$ cat config.mk
export PLATFORM = sky130hd
export DESIGN_NAME = product_collector
export DESIGN_NICKNAME = d
export VERILOG_FILES = /design/src/rtl/product_collector.sv
export SDC_FILE = /design/constraint.sdc
export NUM_CORES = 1
export LEC_CHECK = 0
export CAP_MARGIN = 20
export CORE_MARGIN = 4
export CORE_UTILIZATION = 54
export CTS_CLUSTER_DIAMETER = 120
export CTS_CLUSTER_SIZE = 12
export DETAILED_ROUTE_END_ITERATION = 8
export PLACE_DENSITY = 0.79
export SLEW_MARGIN = 5
export SYNTH_ARGS = -nofsm -noshare
export SYNTH_HDL_FRONTEND = slang
export SYNTH_SLANG_ARGS = --single-unit
export TNS_END_PERCENT = 5
$ cat constraint.sdc
create_clock -name clk -period 3.3 [get_ports clk]
set_clock_uncertainty 0.1 [all_clocks]
set_input_delay 0.99 -clock clk [delete_from_list [all_inputs] [get_ports clk]]
set_output_delay 0.99 -clock clk [all_outputs]
set_load 0.005 [all_outputs]
$ cat src/rtl/product_collector.sv
// product_collector: result-side buffer for the multiplier path.
// It captures one product per rising edge of done_sig into a DEPTH-entry FIFO and lets a host
// pop results through a registered read port. The count, full and empty flags give the start
// controller back-pressure.
// Optional build macro PRODUCT_COLLECTOR_SEQ_TAG_EN tags every capture with a 4-bit sequence
// number. The tag is presented on seq_tag together with the popped word.
module product_collector #(
    parameter int unsigned DATA_W = 16,
    parameter int unsigned DEPTH  = 16,
    parameter int unsigned ADDR_W = 4
) (
    input  logic              clk,
    input  logic              rst,
    input  logic              done_sig,
    input  logic [DATA_W-1:0] product,
    input  logic              read_req,
    output logic [DATA_W-1:0] fifo_read_data,
    output logic              read_valid,
    output logic [ADDR_W:0]   count_sig,
    output logic              full_sig,
    output logic              empty_sig,
    output logic              overflow_sig
`ifdef PRODUCT_COLLECTOR_SEQ_TAG_EN
    ,
    output logic [3:0]        seq_tag
`endif
);

    // Pointer arithmetic relies on DEPTH == 2**ADDR_W so the pointers wrap for free.
    if (DEPTH != (1 << ADDR_W)) begin : g_bad_depth
        $error("product_collector: DEPTH must equal 2**ADDR_W");
    end

    localparam logic [ADDR_W:0]   DEPTH_CNT = (ADDR_W + 1)'(DEPTH);
    localparam logic [ADDR_W-1:0] PTR_ONE   = ADDR_W'(1);
    localparam logic [ADDR_W:0]   CNT_ONE   = (ADDR_W + 1)'(1);

    logic [DATA_W-1:0] mem [DEPTH];
    logic [ADDR_W-1:0] wr_ptr;
    logic [ADDR_W-1:0] rd_ptr;
    logic              done_q;

    logic              cap;
    logic              pop;
    logic              cap_accepted;
    logic              cap_dropped;
    logic [ADDR_W:0]   count_next;

`ifdef PRODUCT_COLLECTOR_SEQ_TAG_EN
    logic [3:0]        tag_mem [DEPTH];
    logic [3:0]        seq_cnt;
`endif

    // Flags and handshake decode. A pop on a full FIFO frees the slot that the write reuses,
    // so a simultaneous capture is still accepted.
    always_comb begin
        full_sig     = (count_sig == DEPTH_CNT);
        empty_sig    = (count_sig == '0);
        cap          = done_sig & ~done_q;
        pop          = read_req & ~empty_sig;
        cap_accepted = cap & (~full_sig | pop);
        cap_dropped  = cap & full_sig & ~pop;
    end

    // Occupancy bookkeeping: +1 on an accepted capture, -1 on a pop, unchanged on both.
    always_comb begin
        count_next = count_sig;
        case ({cap_accepted, pop})
            2'b10:   count_next = count_sig + CNT_ONE;
            2'b01:   count_next = count_sig - CNT_ONE;
            default: count_next = count_sig;
        endcase
    end

    // Storage write port. The array has no reset because the pointers define which words are
    // valid.
    always_ff @(posedge clk) begin
        if (cap_accepted) begin
            mem[wr_ptr] <= product;
        end
    end

    // Control state: edge detector, pointers, count, sticky overflow and the registered read
    // port.
    always_ff @(posedge clk) begin
        if (rst) begin
            done_q         <= 1'b0;
            wr_ptr         <= '0;
            rd_ptr         <= '0;
            count_sig      <= '0;
            fifo_read_data <= '0;
            read_valid     <= 1'b0;
            overflow_sig   <= 1'b0;
        end else begin
            done_q     <= done_sig;
            count_sig  <= count_next;
            read_valid <= pop;
            if (cap_accepted) begin
                wr_ptr <= wr_ptr + PTR_ONE;
            end
            // When the FIFO is full and a pop and a write happen together, wr_ptr == rd_ptr.
            // The non-blocking read returns the old word before it is overwritten.
            if (pop) begin
                fifo_read_data <= mem[rd_ptr];
                rd_ptr         <= rd_ptr + PTR_ONE;
            end
            if (cap_dropped) begin
                overflow_sig <= 1'b1;
            end
        end
    end

`ifdef PRODUCT_COLLECTOR_SEQ_TAG_EN
    // Tag storage, written alongside the data word.
    always_ff @(posedge clk) begin
        if (cap_accepted) begin
            tag_mem[wr_ptr] <= seq_cnt;
        end
    end

    // Sequence counter advances on every capture, dropped or not, so gaps expose lost results.
    always_ff @(posedge clk) begin
        if (rst) begin
            seq_cnt <= '0;
            seq_tag <= '0;
        end else begin
            if (cap) begin
                seq_cnt <= seq_cnt + 4'd1;
            end
            if (pop) begin
                seq_tag <= tag_mem[rd_ptr];
            end
        end
    end
`endif

endmodule

# After elaboration in Yosys (flattened, before gate mapping)
# Memory sizes are Yosys's and may differ from the RTL's. A register that Yosys moved wholly into a read port is not among the register bits.
# Cells that the tools add are included.
[totals] ff_bits=16 latchBits=0 ram_bits=256 romBits=0 in_bits=20 output_inout_bits=25 wordCells=29 mem_count=1
[classes] n_addsub=4 n_mul=0 div=0 magnitude_cmp=0 n_eq_ne=3 shift=0 n_mux=3 bitwise=10 reduce_logical=2
[mem_list] name="mem" words=16 width=16 read_ports=1 rd_clocked_by_memory_dff=1 wr=1 line="38" text="logic [DATA_W-1:0] mem [DEPTH];"
[op_table] operator="case mux 5 bit (2 select lines)" count=1
[op_table] operator="adder 4 x 1 -> 4 bit (second input constant)" count=2
[op_table] operator="adder 5 x 1 -> 5 bit (second input constant)" count=1
[op_table] operator="AND 1 bit" count=5
[op_table] operator="equality test 5 bit (second input constant)" count=1
[op_table] operator="zero test 5 bit" count=1
[op_table] operator="subtractor 5 x 1 -> 5 bit (second input constant)" count=1
[op_table] operator="NOT 1 bit" count=4
[op_table] operator="equality test 2 x 1 -> 1 bit (second input constant)" count=1
[op_table] operator="equality test 2 bit (second input constant)" count=1
[op_table] operator="two-way mux 1 bit" count=2
[op_table] operator="nonzero test 2 bit" count=1
[op_table] operator="bitwise OR 1 bit" count=1

# Longest topological paths before layout
[logic_depth] ltp_word=7 depth_mapped=10 ltp_nobuf=8

# Least setup slack after synthesis
# OpenSTA, ideal clock, no wires.
[synth_timing] path_kind="input to register" startpoint="in read_req" endpoint="mem mem[0][0], enable pin" setup_time_ns=0.409 arrival_time_ns=2.792 required_time_ns=2.791 path_slack_ns=-0.001 path_stages=4 n_path_buf=0 path_cell_list="inv_1 -> a31oi_1 -> nand2_1 -> nor3_1"
[synth_between] elab_chain_cells=5
[synth_rtl] element="from (decl)" line="16" text="input logic read_req,"
[synth_rtl] element="AND 1 bit" line="60" text="pop = read_req & ~empty_sig;"
[synth_rtl] element="bitwise OR 1 bit" line="61" text="cap_accepted = cap & (~full_sig | pop);"
[synth_rtl] element="AND 1 bit" line="61"
[synth_rtl] element="two-way mux 1 bit" line="78" text="if (cap_accepted) begin"
[synth_rtl] element="two-way mux 1 bit (implied by the code)" line="79" text="mem[wr_ptr] <= product;"
[synth_rtl] element="to (decl)" line="38"
# Every way passes these cells.

# Worst setup path in the final report
[layout_timing] startpoint="reg count_sig[3]" endpoint="out full_sig"
[layout_between] elab_chain_cells=1
[layout_rtl] element="from (decl)" line="19" text="output logic [ADDR_W:0] count_sig,"
[layout_rtl] element="from (signal assigned)" line="96" text="count_sig <= count_next;"
[layout_rtl] element="equality test 5 bit" line="57" text="full_sig = (count_sig == DEPTH_CNT);"
[layout_rtl] element="to (decl)" line="20" text="output logic full_sig,"
# Every way passes these cells.

==> metrics.csv <==
stage,metric,value,unit
cts,clkTransAtPathRegs,0.06,ns
worst_setup_path,r2r_cells,8,
logic_synthesis,synth-seq-cells,288,
logic_synthesis,synth_top_cell_by_area,edfxtp_1,
drt,dr.first_iter.drc_count,572,
place,dp_cells,964,
die,io_pins,45,
worst_setup_path,endpoint,full_sig,
sta,hold_violations,0,
logic_synthesis,synth_mux_area_share,13.0,%
cts,cts_buffers,27,
die,die_w,152,um
worst_setup_path,critPathLaunch,count_sig[3]$_SDFFE_PP0P_,
logic_synthesis,synth-seq-area-share,74.1,%
global_routing,antenna_found_initial,0,
drt,first_pass_iters,5,
final_layout,nFillCells,1311,
sta,rsz0062_at_grt,false,
die,core,0.0204,mm2
final_layout,layout_common_cells,"edfxtp_1 (256), mux2i_1 (67), buf_4 (55)",
logic_synthesis,yosys-top-cells-area,"edfxtp_1 (68%), mux4_2 (6.4%), mux2i_1 (6.0%), dfxtp_1 (5.7%), o22ai_1 (1.8%)",
final_layout,nNetsFinal,751,
worst_setup_path,crit_required,2.21,ns
drt,dr_total_vias,6079,
logic_synthesis,ys.flop_type,edfxtp_1,
logic_synthesis,ys_async_sr_fraction,0,%
worst_setup_path,start_kind,flip-flop,
worst_setup_path,path_max_fanout,7,
worst_setup_path,r2r-end,count_sig[4]$_SDFFE_PP0P_,
worst_hold_path,hold_path_startpoint,fifo_read_data[2]$_SDFFE_PP0P_,
sta,fin_crit,3.24,ns
drt,finalWirelength,23300,um
logic_synthesis,postSynthAreaPerCell,17.9,um2
cts,ctsHoldBuffers,0,
drt,wl_per_cell,23.1,um
worst_hold_path,hold_class,reg2reg,
logic_synthesis,synth_top_family_by_area,multiplexers,
sta,max_freq,309,MHz
worst_setup_path,crit_type,reg2out,
pwr,power.leakage,4.16,nW
global_routing,grt_pass1_wl,35700,um
worst_setup_path,cp_data_arrival_time,2.15,ns
worst_setup_path,critPathCaptureType,output port,
pwr,swShare,25.5,%
final_layout,n_antenna_cell,0,
sta,fin_crit_sh,98.2,%
drt,ant_nets,0,
final_layout,final_common_cell,edfxtp_1,
worst_setup_path,r2r_slack,0.36,ns
die,start_util,55.2,%
sta,tns,0,ns
logic_synthesis,synthSimpleGateAreaFrac,5.18,%
logic_synthesis,synthXorXnorAreaFrac,0.467,%
global_routing,grt_max_degree,43,
logic_synthesis,synthAdderAreaFrac,1.07,%
logic_synthesis,synth_edf_count,256,
drt,remaining_drc_errors,0,
sta,hold_slack,0.398,ns
place,hpwlAfterDp,14800,um
sta,worst_pin_slew,0.775,ns
final_layout,layout-drive-gt1-share,17.9,%
sta,drv_slew,0,
global_routing,grt_use_total,19.7,%
logic_synthesis,synthCells,628,
place,gp_congestion,0.837,
logic_synthesis,synthDistinctLibCells,45,
place,io_buffers,44,
die,dieArea,0.0232,mm2
logic_synthesis,synth_top_area_share,68.4,%
logic_synthesis,synth_nets,657,
cts,cts_root_buf,clkbuf_16,
logic_synthesis,ys_warn_count,0,
logic_synthesis,synthesis.area,0.0112,mm2
cts,cts_sinks,288,
sta,setup_viol,0,
outcome,outcome,completed,
cts,cts_max_path_buffers,3,
cts,cts_tree,done,
worst_setup_path,r2r-start,count_sig[3]$_SDFFE_PP0P_,
cts,cts_max_level,1,
final_layout,final_cell_count_no_fill,1012,
logic_synthesis,synth_compound_area_share,4.34,%
pwr,clock_power_share,30.8,%
cts,worstSkewPairLatency,0.51,ns
pwr,p_int,0.00654,W
drt,via_per_inst,6.01,
global_routing,grt-ovfl-total,0,
pwr,switchingPower,0.00223,W
pwr,vdd_drop_max,414,uV
sta,maxSlewHeadroom,47.9,%
pwr,seq_power_share,48.8,%
global_routing,grt_pass1_vias,6122,
pwr,power_density,671,mW/mm2
die,row_count,52,
pwr,pwr-share-comb,20.4,%
run,cap_violations,0,
final_layout,area_delta_synth_final,16.3,%
die,die_h,152,um
stage by stage:
stage / utilization, % / setup WS (ns) / total power [W] / area, um2
detailed placement: 60.5 / -0.153 / 0.00613 / 12300
floorplan: - / -0.000439 / 0.00545 / 11200
global route: 64.2 / 0.0119 / 0.00915 / 13100
CTS: 64.2 / 0.0593 / 0.00883 / 13100
finish: 64.2 / 0.0593 / 0.00877 / 13100
global placement: 60.5 / -0.0635 / 0.00607 / 12300
kinds of logic (layout without fill, tap and decap cells):
kind of cell    Yosys count  after routing
mux                     103            103
fa+ha+maj                 9              9
flops                   288            288
buf+inv                  41            155
compound gates           65             65
simple gates            116            116
xor+xnor                  6              6
power groups by stage:
stage                     Clock (W)  Sequential, W  Combinational, W
after floorplan                   0        0.00432           0.00113
after global placement            0        0.00434           0.00173
after detailed placement          0        0.00435           0.00178
after CTS                   0.00276        0.00428           0.00179
after global routing        0.00292        0.00430           0.00193
final                       0.00271        0.00428           0.00178
cell type report:
type	instances	area, um2	area share, %
clock buffer	49	758	5.80
multi-input combinational	299	2740	20.9
inverter	5	18.8	0.144
sequential	288	8330	63.7
tap	270	338	2.58
timing repair buffer	101	893	6.83
critical path, cell delays in order, from the launching register on:
cell	delay, ns
dfxtp_1	0.36
or4_4	0.59
nor2_2	0.16
clkdlybuf4s50_1	0.52
synth_stat cells (2+ instances only):
library cell  number
a21oi_1            3
nand2_1            9
a211oi_1           2
dfxtp_1           32
ha_1               8
mux2i_4            2
nor3_1            23
edfxtp_1         256
mux2_4             2
o22ai_1           32
a31oi_1            2
buf_2             10
nor4_1            15
nor2_1            42
or4_1              2
inv_1              5
xnor2_1            5
nand3_1            4
buf_4              4
mux4_2            32
or3_1              2
a21o_1             2
clkbuf_1          19
a22o_1            15
buf_6              3
a211o_1            2
nand2b_1           7
mux2i_1           67
nor2b_1            5
registers in the layout (all words and copies together), names as in the netlist:
name	cells
mem	256
fifo_read_data	16
count_sig	5
rd_ptr	4
wr_ptr	4
done_q	1
overflow_sig	1
read_valid	1
metal layers:
layer | track usage (%) | part of all wire (%)
met1 | 28.0 | 41
met2 | 32.5 | 49
met3 | 3.49 | 7.9
met4 | 4.41 | 1.8
met5 | 0 | 0
worst min-delay path by stage:
stage	endpoint	slack, ns	cells after the start
floorplan	overflow_sig$_SDFFE_PP0P_	0.36	2
global placement	overflow_sig$_SDFFE_PP0P_	0.36	2
detailed placement	fifo_read_data[0]$_SDFFE_PP0P_	0.38	2
CTS	fifo_read_data[0]$_SDFFE_PP0P_	0.39	2
global route	fifo_read_data[13]$_SDFFE_PP0P_	0.42	2
finish	fifo_read_data[2]$_SDFFE_PP0P_	0.40	2
repair_timing:
action                     4_1_cts  5_1_grt
resized for setup                3        0
setup buffers                    0        0
setup endpoints to repair        2        0
Power figures use the tool's default switching activity.
